--- src/rtl/lu_accum.sv ---
// lu_accum: pipelined set-coverage logic unit with a saturating hit counter.
// A frame starts with start_i in IDLE, which latches mode/mask/k. Each valid
// coverage vector is evaluated and registered (stage 1), then added to the
// hit count (stage 2). A valid last point ends the frame with a done strobe.
module lu_accum #(
    parameter int unsigned N_SETS = 3,
    parameter int unsigned CNT_W  = 8,
    localparam int unsigned K_W   = $clog2(N_SETS + 1)
) (
    input  logic              clk,
    input  logic              rst_n,
    input  logic              start_i,
    input  logic [2:0]        mode_i,
    input  logic [N_SETS-1:0] mask_i,
    input  logic [K_W-1:0]    k_i,
    input  logic              pt_valid_i,
    input  logic [N_SETS-1:0] covered_i,
    input  logic              pt_last_i,
    output logic              busy_o,
    output logic              hit_valid_o,
    output logic              hit_o,
    output logic              done_o,
    output logic [CNT_W-1:0]  count_o,
    output logic              sat_o
);

    localparam logic [2:0] ModeAll     = 3'd0;
    localparam logic [2:0] ModeAny     = 3'd1;
    localparam logic [2:0] ModeOdd     = 3'd2;
    localparam logic [2:0] ModeExact   = 3'd3;
    localparam logic [2:0] ModeAtLeast = 3'd4;

    typedef enum logic [1:0] {
        StIdle  = 2'd0,
        StAccum = 2'd1,
        StDone  = 2'd2
    } state_e;

    // Number of set bits in a coverage vector.
    function automatic logic [K_W-1:0] popcount(input logic [N_SETS-1:0] v);
        logic [K_W-1:0] sum;
        sum = '0;
        for (int i = 0; i < int'(N_SETS); i++) begin
            sum = sum + K_W'(v[i]);
        end
        return sum;
    endfunction

    // State and latched frame configuration.
    state_e            state_q, state_d;
    logic [2:0]        mode_q, mode_d;
    logic [N_SETS-1:0] mask_q, mask_d;
    logic [K_W-1:0]    k_q, k_d;

    // Stage 1: registered per-point result.
    logic              hit_valid_q, hit_valid_d;
    logic              hit_q, hit_d;
    logic              last_q, last_d;

    // Stage 2: hit count and saturation flag.
    logic [CNT_W-1:0]  count_q, count_d;
    logic              sat_q, sat_d;

    // Registered status outputs.
    logic              busy_q, busy_d;
    logic              done_q, done_d;

    logic              accept_start;
    logic              accept_pt;
    logic              inc_req;
    logic [N_SETS-1:0] masked;
    logic [K_W-1:0]    pop;
    logic              hit_raw;

    // Evaluate the latched mode against the incoming coverage vector.
    always_comb begin
        masked  = covered_i & mask_q;
        pop     = popcount(masked);
        hit_raw = 1'b0;
        case (mode_q)
            ModeAll:     hit_raw = (masked == mask_q) && (mask_q != '0);
            ModeAny:     hit_raw = |masked;
            ModeOdd:     hit_raw = ^masked;
            ModeExact:   hit_raw = (pop == k_q);
            ModeAtLeast: hit_raw = (pop >= k_q);
            default:     hit_raw = 1'b0;
        endcase
    end

    // Frame sequencing: IDLE -> ACCUM on start, ACCUM -> DONE once stage 1 holds the last point.
    always_comb begin
        accept_start = (state_q == StIdle) && start_i;
        accept_pt    = (state_q == StAccum) && pt_valid_i;

        state_d = state_q;
        unique case (state_q)
            StIdle:  if (start_i) state_d = StAccum;
            StAccum: if (hit_valid_q && last_q) state_d = StDone;
            StDone:  state_d = StIdle;
            default: state_d = StIdle;
        endcase

        busy_d = (state_d != StIdle);
        done_d = (state_d == StDone);
    end

    // Configuration is captured only on an accepted start and held for the frame.
    always_comb begin
        mode_d = mode_q;
        mask_d = mask_q;
        k_d    = k_q;
        if (accept_start) begin
            mode_d = mode_i;
            mask_d = mask_i;
            k_d    = k_i;
        end
    end

    // Stage 1: register the evaluated point; points outside ACCUM leave no trace.
    always_comb begin
        hit_valid_d = accept_pt;
        hit_d       = accept_pt & hit_raw;
        last_d      = accept_pt & pt_last_i;
    end

    // Stage 2: accumulate hits while the frame is open; saturate at all-ones.
    always_comb begin
        count_d = count_q;
        sat_d   = sat_q;
        // Points trailing the last one (still in ACCUM for a cycle) are not counted.
        inc_req = (state_q == StAccum) && hit_valid_q && hit_q;
        if (accept_start) begin
            count_d = '0;
            sat_d   = 1'b0;
        end else if (inc_req) begin
            if (count_q == {CNT_W{1'b1}}) begin
                sat_d = 1'b1;
            end else begin
                count_d = count_q + CNT_W'(1);
            end
        end
    end

    // All state, pipeline and output registers.
    always_ff @(posedge clk or negedge rst_n) begin
        if (!rst_n) begin
            state_q     <= StIdle;
            mode_q      <= '0;
            mask_q      <= '0;
            k_q         <= '0;
            hit_valid_q <= 1'b0;
            hit_q       <= 1'b0;
            last_q      <= 1'b0;
            count_q     <= '0;
            sat_q       <= 1'b0;
            busy_q      <= 1'b0;
            done_q      <= 1'b0;
        end else begin
            state_q     <= state_d;
            mode_q      <= mode_d;
            mask_q      <= mask_d;
            k_q         <= k_d;
            hit_valid_q <= hit_valid_d;
            hit_q       <= hit_d;
            last_q      <= last_d;
            count_q     <= count_d;
            sat_q       <= sat_d;
            busy_q      <= busy_d;
            done_q      <= done_d;
        end
    end

    assign busy_o      = busy_q;
    assign hit_valid_o = hit_valid_q;
    assign hit_o       = hit_q;
    assign done_o      = done_q;
    assign count_o     = count_q;
    assign sat_o       = sat_q;

endmodule

--- config.mk ---
export PLATFORM = sky130hd
export DESIGN_NAME = lu_accum
export DESIGN_NICKNAME = d
export VERILOG_FILES = /design/src/rtl/lu_accum.sv
export SDC_FILE = /design/constraint.sdc
export NUM_CORES = 1
export LEC_CHECK = 0
export CORE_UTILIZATION = 45
export DETAILED_ROUTE_END_ITERATION = 16
export GPL_TIMING_DRIVEN = 1
export PLACE_DENSITY = 0.74
export SETUP_SLACK_MARGIN = 0.4
export SYNTH_ARGS = -nofsm -noshare
export SYNTH_HDL_FRONTEND = slang
export SYNTH_SLANG_ARGS = --single-unit
--- constraint.sdc ---
create_clock -name clk -period 2.45 [get_ports clk]
set_input_delay 0.49 -clock clk [delete_from_list [all_inputs] [get_ports clk]]
set_output_delay 0.49 -clock clk [all_outputs]
set_load 0.01 [all_outputs]
# Word-level counts from Yosys, hierarchy flattened
# Index checks and enable logic that the tools add are counted.
dict set report totals {
  output_inout_bits 13
  word_cells 54
  register_bits 24
  input_bits 16
}
dict set report classes {
  n_mux 10
  n_addsub 3
  eq_ne 10
  n_reduce_logical 16
  bitwise 3
  magnitude_cmp 1
}
# op n
set ops {}
lappend ops {{$mux W8} 3}
lappend ops {{$add A8 B1 Y8 const B} 1}
lappend ops {{$eq A8 B8 Y1 const B} 1}
lappend ops {{$eq A3 B2 Y1 const B} 2}
lappend ops {{$logic_and A1 B1 Y1} 6}
lappend ops {{$reduce_bool A2 Y1} 3}
lappend ops {{$pmux W1 S5} 1}
lappend ops {{$mux W2} 2}
lappend ops {{$pmux W2 S2} 1}
lappend ops {{$reduce_and A2 Y1} 2}
lappend ops {{$and A3 B3 Y3} 1}
lappend ops {{$eq A3 B1 Y1 const B} 1}
lappend ops {{$eq A3 B3 Y1} 1}
lappend ops {{$eq A3 B3 Y1 const B} 1}
lappend ops {{$logic_not A3 Y1} 1}
lappend ops {{$mux W1} 3}
lappend ops {{$reduce_bool A3 Y1} 1}
lappend ops {{$reduce_or A3 Y1} 1}
lappend ops {{$reduce_xor A3 Y1} 1}
lappend ops {{$add A1 B1 Y2} 1}
lappend ops {{$add A2 B1 Y2} 1}
lappend ops {{$and A1 B1 Y1} 2}
lappend ops {{$eq A2 B1 Y1 const B} 1}
lappend ops {{$eq A2 B2 Y1} 1}
lappend ops {{4 further kinds} 4}

# Logic depth before layout (Yosys ltp)
dict set report depth {
  ltp_word 6
  mapped_depth 9
  mapped_depth_nobuf 9
}

# Least setup slack after synthesis
# Ideal clock, no wire load.
dict set report synth_path {
  path_kind {register to register}
  start {register count_q[0] (netlist: count_o[0])}
  end {register count_q[7] (netlist: count_o[7])}
  stages_incl_launch_ff 6
  t_arrival_ns 1.738
  required_ns 2.372
  n_path_buf 0
  path_slack_ns 0.634
  setup_ns 0.078
  synth_period_minus_slack_ns 1.816
  cell_sequence {dfrtp_1 ha_1 and3_1 a41o_1 or4_1 a21oi_1}
}
dict set report synth_via {
  elab_chain_cells 4
  elab_cells_between_ends 7
  classes_between {add/sub (1); eq/ne (2); mux (3); reduce/logical (1)}
}
# element line
set synth_lines {}
lappend synth_lines {{start, declared} 61} ;# logic [CNT_W-1:0] count_q, count_d;
lappend synth_lines {{start signal, assigned} 166} ;# count_q <= count_d;
lappend synth_lines {{$add A8 B1 Y8} 139} ;# count_d = count_q + CNT_W'(1);
lappend synth_lines {{$mux W8} 136} ;# if (count_q == {CNT_W{1'b1}}) begin
lappend synth_lines {{$mux W8} 135} ;# end else if (inc_req) begin
lappend synth_lines {{$mux W8} 132} ;# if (accept_start) begin
# Parallel ways exist; a longest one is shown, timed or not. The select of a mux whose other input is x is not followed.
# A chain may end at the register's enable or synchronous reset.

# Final worst setup path
dict set report layout_path {
  start {input covered_i[0]}
  end {register hit_q (netlist: hit_o)}
}
dict set report layout_via {
  elab_chain_cells 6
  elab_cells_between_ends 11
  classes_between {add/sub (2); order compare (1); eq/ne (2); mux (1); bitwise (2); reduce/logical (3)}
}
# element line
set layout_lines {}
lappend layout_lines {{start, declared} 17} ;# input logic [N_SETS-1:0] covered_i,
lappend layout_lines {{$and A3 B3 Y3 *} 77} ;# masked = covered_i & mask_q;
lappend layout_lines {{$add A1 B1 Y2} 44} ;# sum = sum + K_W'(v[i]);
lappend layout_lines {{$add A2 B1 Y2} 44}
lappend layout_lines {{$ge A2 B2 Y1 or $eq A2 B2 Y1 (tied branches)} {85, 84}}
lappend layout_lines {{$pmux W1 S5 *} 80} ;# case (mode_q)
lappend layout_lines {{$and A1 B1 Y1 *} 122} ;# hit_d = accept_pt & hit_raw;
lappend layout_lines {{via hit_d} 57} ;# logic hit_q, hit_d;
lappend layout_lines {{end signal, assigned} 164} ;# hit_q <= hit_d;
lappend layout_lines {{end, declared} 57}
# The timed path passes the listed nets; every way through them passes the cells marked *.

==> results.txt <==
Seq cells post-synth = 24
Leakage = 0.711 nW
CP arrival = 2.25 ns
Final Max Tran Viols = 0
Largest stage delay on the critical path = 0.47 ns
DIE HEIGHT = 53.6 µm
Synth area leader = dfrtp_1
Fraction of registers with async set/reset = 1.00
Most frequent cells in the layout = clkdlybuf4s50_1 (28), nand2_1 (27), dfrtp_1 (24)
Nets = 182
CP Capture Type = flip-flop
CP Launch Type = primary input
Gpl congestion = 0.774
Clock tree buffer depth = 2
Unrepaired setup endpoints after global routing = no
Row count = 18
Power per cell area = 801 nW/µm²
Worst-Skew Late Latency = 0.32 ns
Share of post-route cells with drive strength above 1 = 0.0688
Yosys cell types = 31
Via/cell ratio = 5.35
DRC Markers = 0
FMAX = 0.499 GHz
Worst VDD drop = 0.000449 V
Warnings, synthesis = 0
Post-route ant nets = 0
DRT Pass-1 Iters = 4
Count of final setup violators = 0
Placed inst area = 1520 µm²
Die Wd = 53.6 µm
Finished Core Util = 0.629
# H-tree levels = 1
Antenna violations before repair = 0
Post-synthesis sequential area ratio = 0.501
Commonest non-fill, non-tap cell in the layout = clkdlybuf4s50_1
Vias post-DR = 1,017
Vias in the first global route = 931
Final hold vios = 0
Number of placed I/O pins = 29
Post-synth top flop = dfrtp_1
Tcrit/Tclk final = 0.818
Setup TNS = 0 ns
CP Max Fanout = 3
Tightest Hold Check Type = primary input to asynchronous set/reset pin
FF/Latch Area = 601 µm²
Reg clk slew, reported paths = 0.13 ns
Hold Slack = 0.502 ns
Worst Max-Slew Pin Slew = 0.514 ns
Critical-path cell list = clkdlybuf4s50_1 -> nand2_1 -> ha_1 -> or3b_2 -> a21oi_1 -> o31ai_1 -> a31oi_1
Root Buffer = clkbuf_4
Total global-route track usage = 0.199
CP max-delay cell = clkdlybuf4s50_1
Final HPWL DP = 1.82 mm
Status = completed
Core ar. = 2500 µm²
Critical path class = primary input to flip-flop
Post-Synthesis Net Count = 150
Num CTS Buffers = 3
Routed wire length = 2.42 mm
Post-layout min period = 2.00 ns
Die footprint = 2880 µm²
Antenna cell count = 0
Pre-CTS setup slack = 0.120 ns
Number of synthesized flops with an enable pin = 0
FILL cells = 224
Total clock sinks = 24
Wire length per cell = 12.7 µm
Synth top area cells = dfrtp_1 (50%), nand2_1 (8.8%), ha_1 (5.2%), o21ai_0 (3.3%), a21oi_1 (2.9%)
Fin area = 1570 µm²
Port Buffers = 28
Largest net degree at the start of global routing = 25
WP data required = 2.70 ns
Maximum Capacitance Violations = 0
Syn Inst Count = 129
Starting DRC count in detailed routing = 20
Post-Syn Area = 1200 µm²
Final worst slack = 0.447 ns
CTS tree = built
GRT overflow = 0
First-pass GRT wire length = 4.01 mm
Top-area cell type share of the netlist area = 0.501
Multi-input gate area = 572 µm²
Clk_skew = 0.000893 ns
Syn Area/Cell = 9.30 µm²
Max_slew headroom = 0.657
Starting Density = 0.480
Postcts setup bufs = 0
P&R area growth vs syn = 31.0%
-- area by class of cell --
cell class	count	share of cell area
Inverter	8	0.0191
Multi-Input combinational cell	94	0.364
Tap cell	30	0.0239
Clock buffer	4	0.0231
Timing Repair Buffer	30	0.188
Sequential cell	24	0.382
-- sequential cells by signal, indices dropped and copies added, names as in the netlist, 2 cells and up --
name / count
k_q: 2
count_o: 8
mode_q: 3
state_q: 2
mask_q: 3
-- per-stage QoR --
stage	total power [W]	cells
2_1_floorplan	0.000878	129
3_3_place_gp	0.00103	186
3_5_place_dp	0.00106	186
4_1_cts	0.00127	190
5_1_grt	0.00137	190
6_report	0.00126	190
-- layer usage --
metal	share of wire	track usage	wire length [µm]
met4	0.0066	0.0746	16
met1	0.45	0.243	1080
met3	0.046	0.0508	112
met5	0	0	0
met2	0.50	0.335	1210
-- cells in the mapped netlist, types with 2 or more instances --
master,count
nand2_1,28
dfrtp_1,24
inv_1,8
o21ai_0,8
a21oi_1,7
nand3_1,6
ha_1,5
nor2_1,5
and3_1,4
o31ai_1,4
and2_1,3
clkbuf_1,3
nor3_1,3
nor2b_1,2
or3_1,2
or4_1,2
-- critical path: cells and delay by family --
family          cells  cell delay [ns]
buf+inv             1             0.47
compound gates      3             0.40
fa+ha+maj           1             0.33
simple gates        2             0.56
-- final timing paths --
| kind | start | endpoint | slack, ns | cells past startpoint |
|---|---|---|---|---|
| worst max-delay path | covered_i[0] | hit_o | 0.45 | 7 |
| worst min-delay path | rst_n | last_q | 0.50 | 2 |
| worst max register to register | count_o[0] | count_o[7] | 0.50 | 5 |
| worst min register to register | k_q[0] | k_q[0] | 0.50 | 2 |
| max in group asynchronous | rst_n | count_o[2] | 1.72 | 2 |
| min in group clk | k_q[0] | k_q[0] | 0.50 | 2 |
-- cells by family after synthesis --
group,synth area share
compound gates,0.145
xor+xnor,0.00730
fa+ha+maj,0.0521
buf+inv,0.0344
flops,0.501
mux,0.00938
simple gates,0.251
-- report_power, final --
part           leakage [nW]  switching [W]  total, W  internal, W
combinational         0.380       0.000216  0.000446     0.000230
clock                0.0210       0.000119  0.000210    0.0000909
sequential            0.310       0.000107  0.000603     0.000496
total                 0.711       0.000442   0.00126     0.000817
-- repair_timing --
action / 4_1_cts / 5_1_grt
hold buffers: 0 / 0
endpoints found under the setup margin: 0 / 4
hold endpoints to repair: 0 / 0
gates resized for setup: 0 / 3
Note: power is estimated with default switching activity, not from simulation.
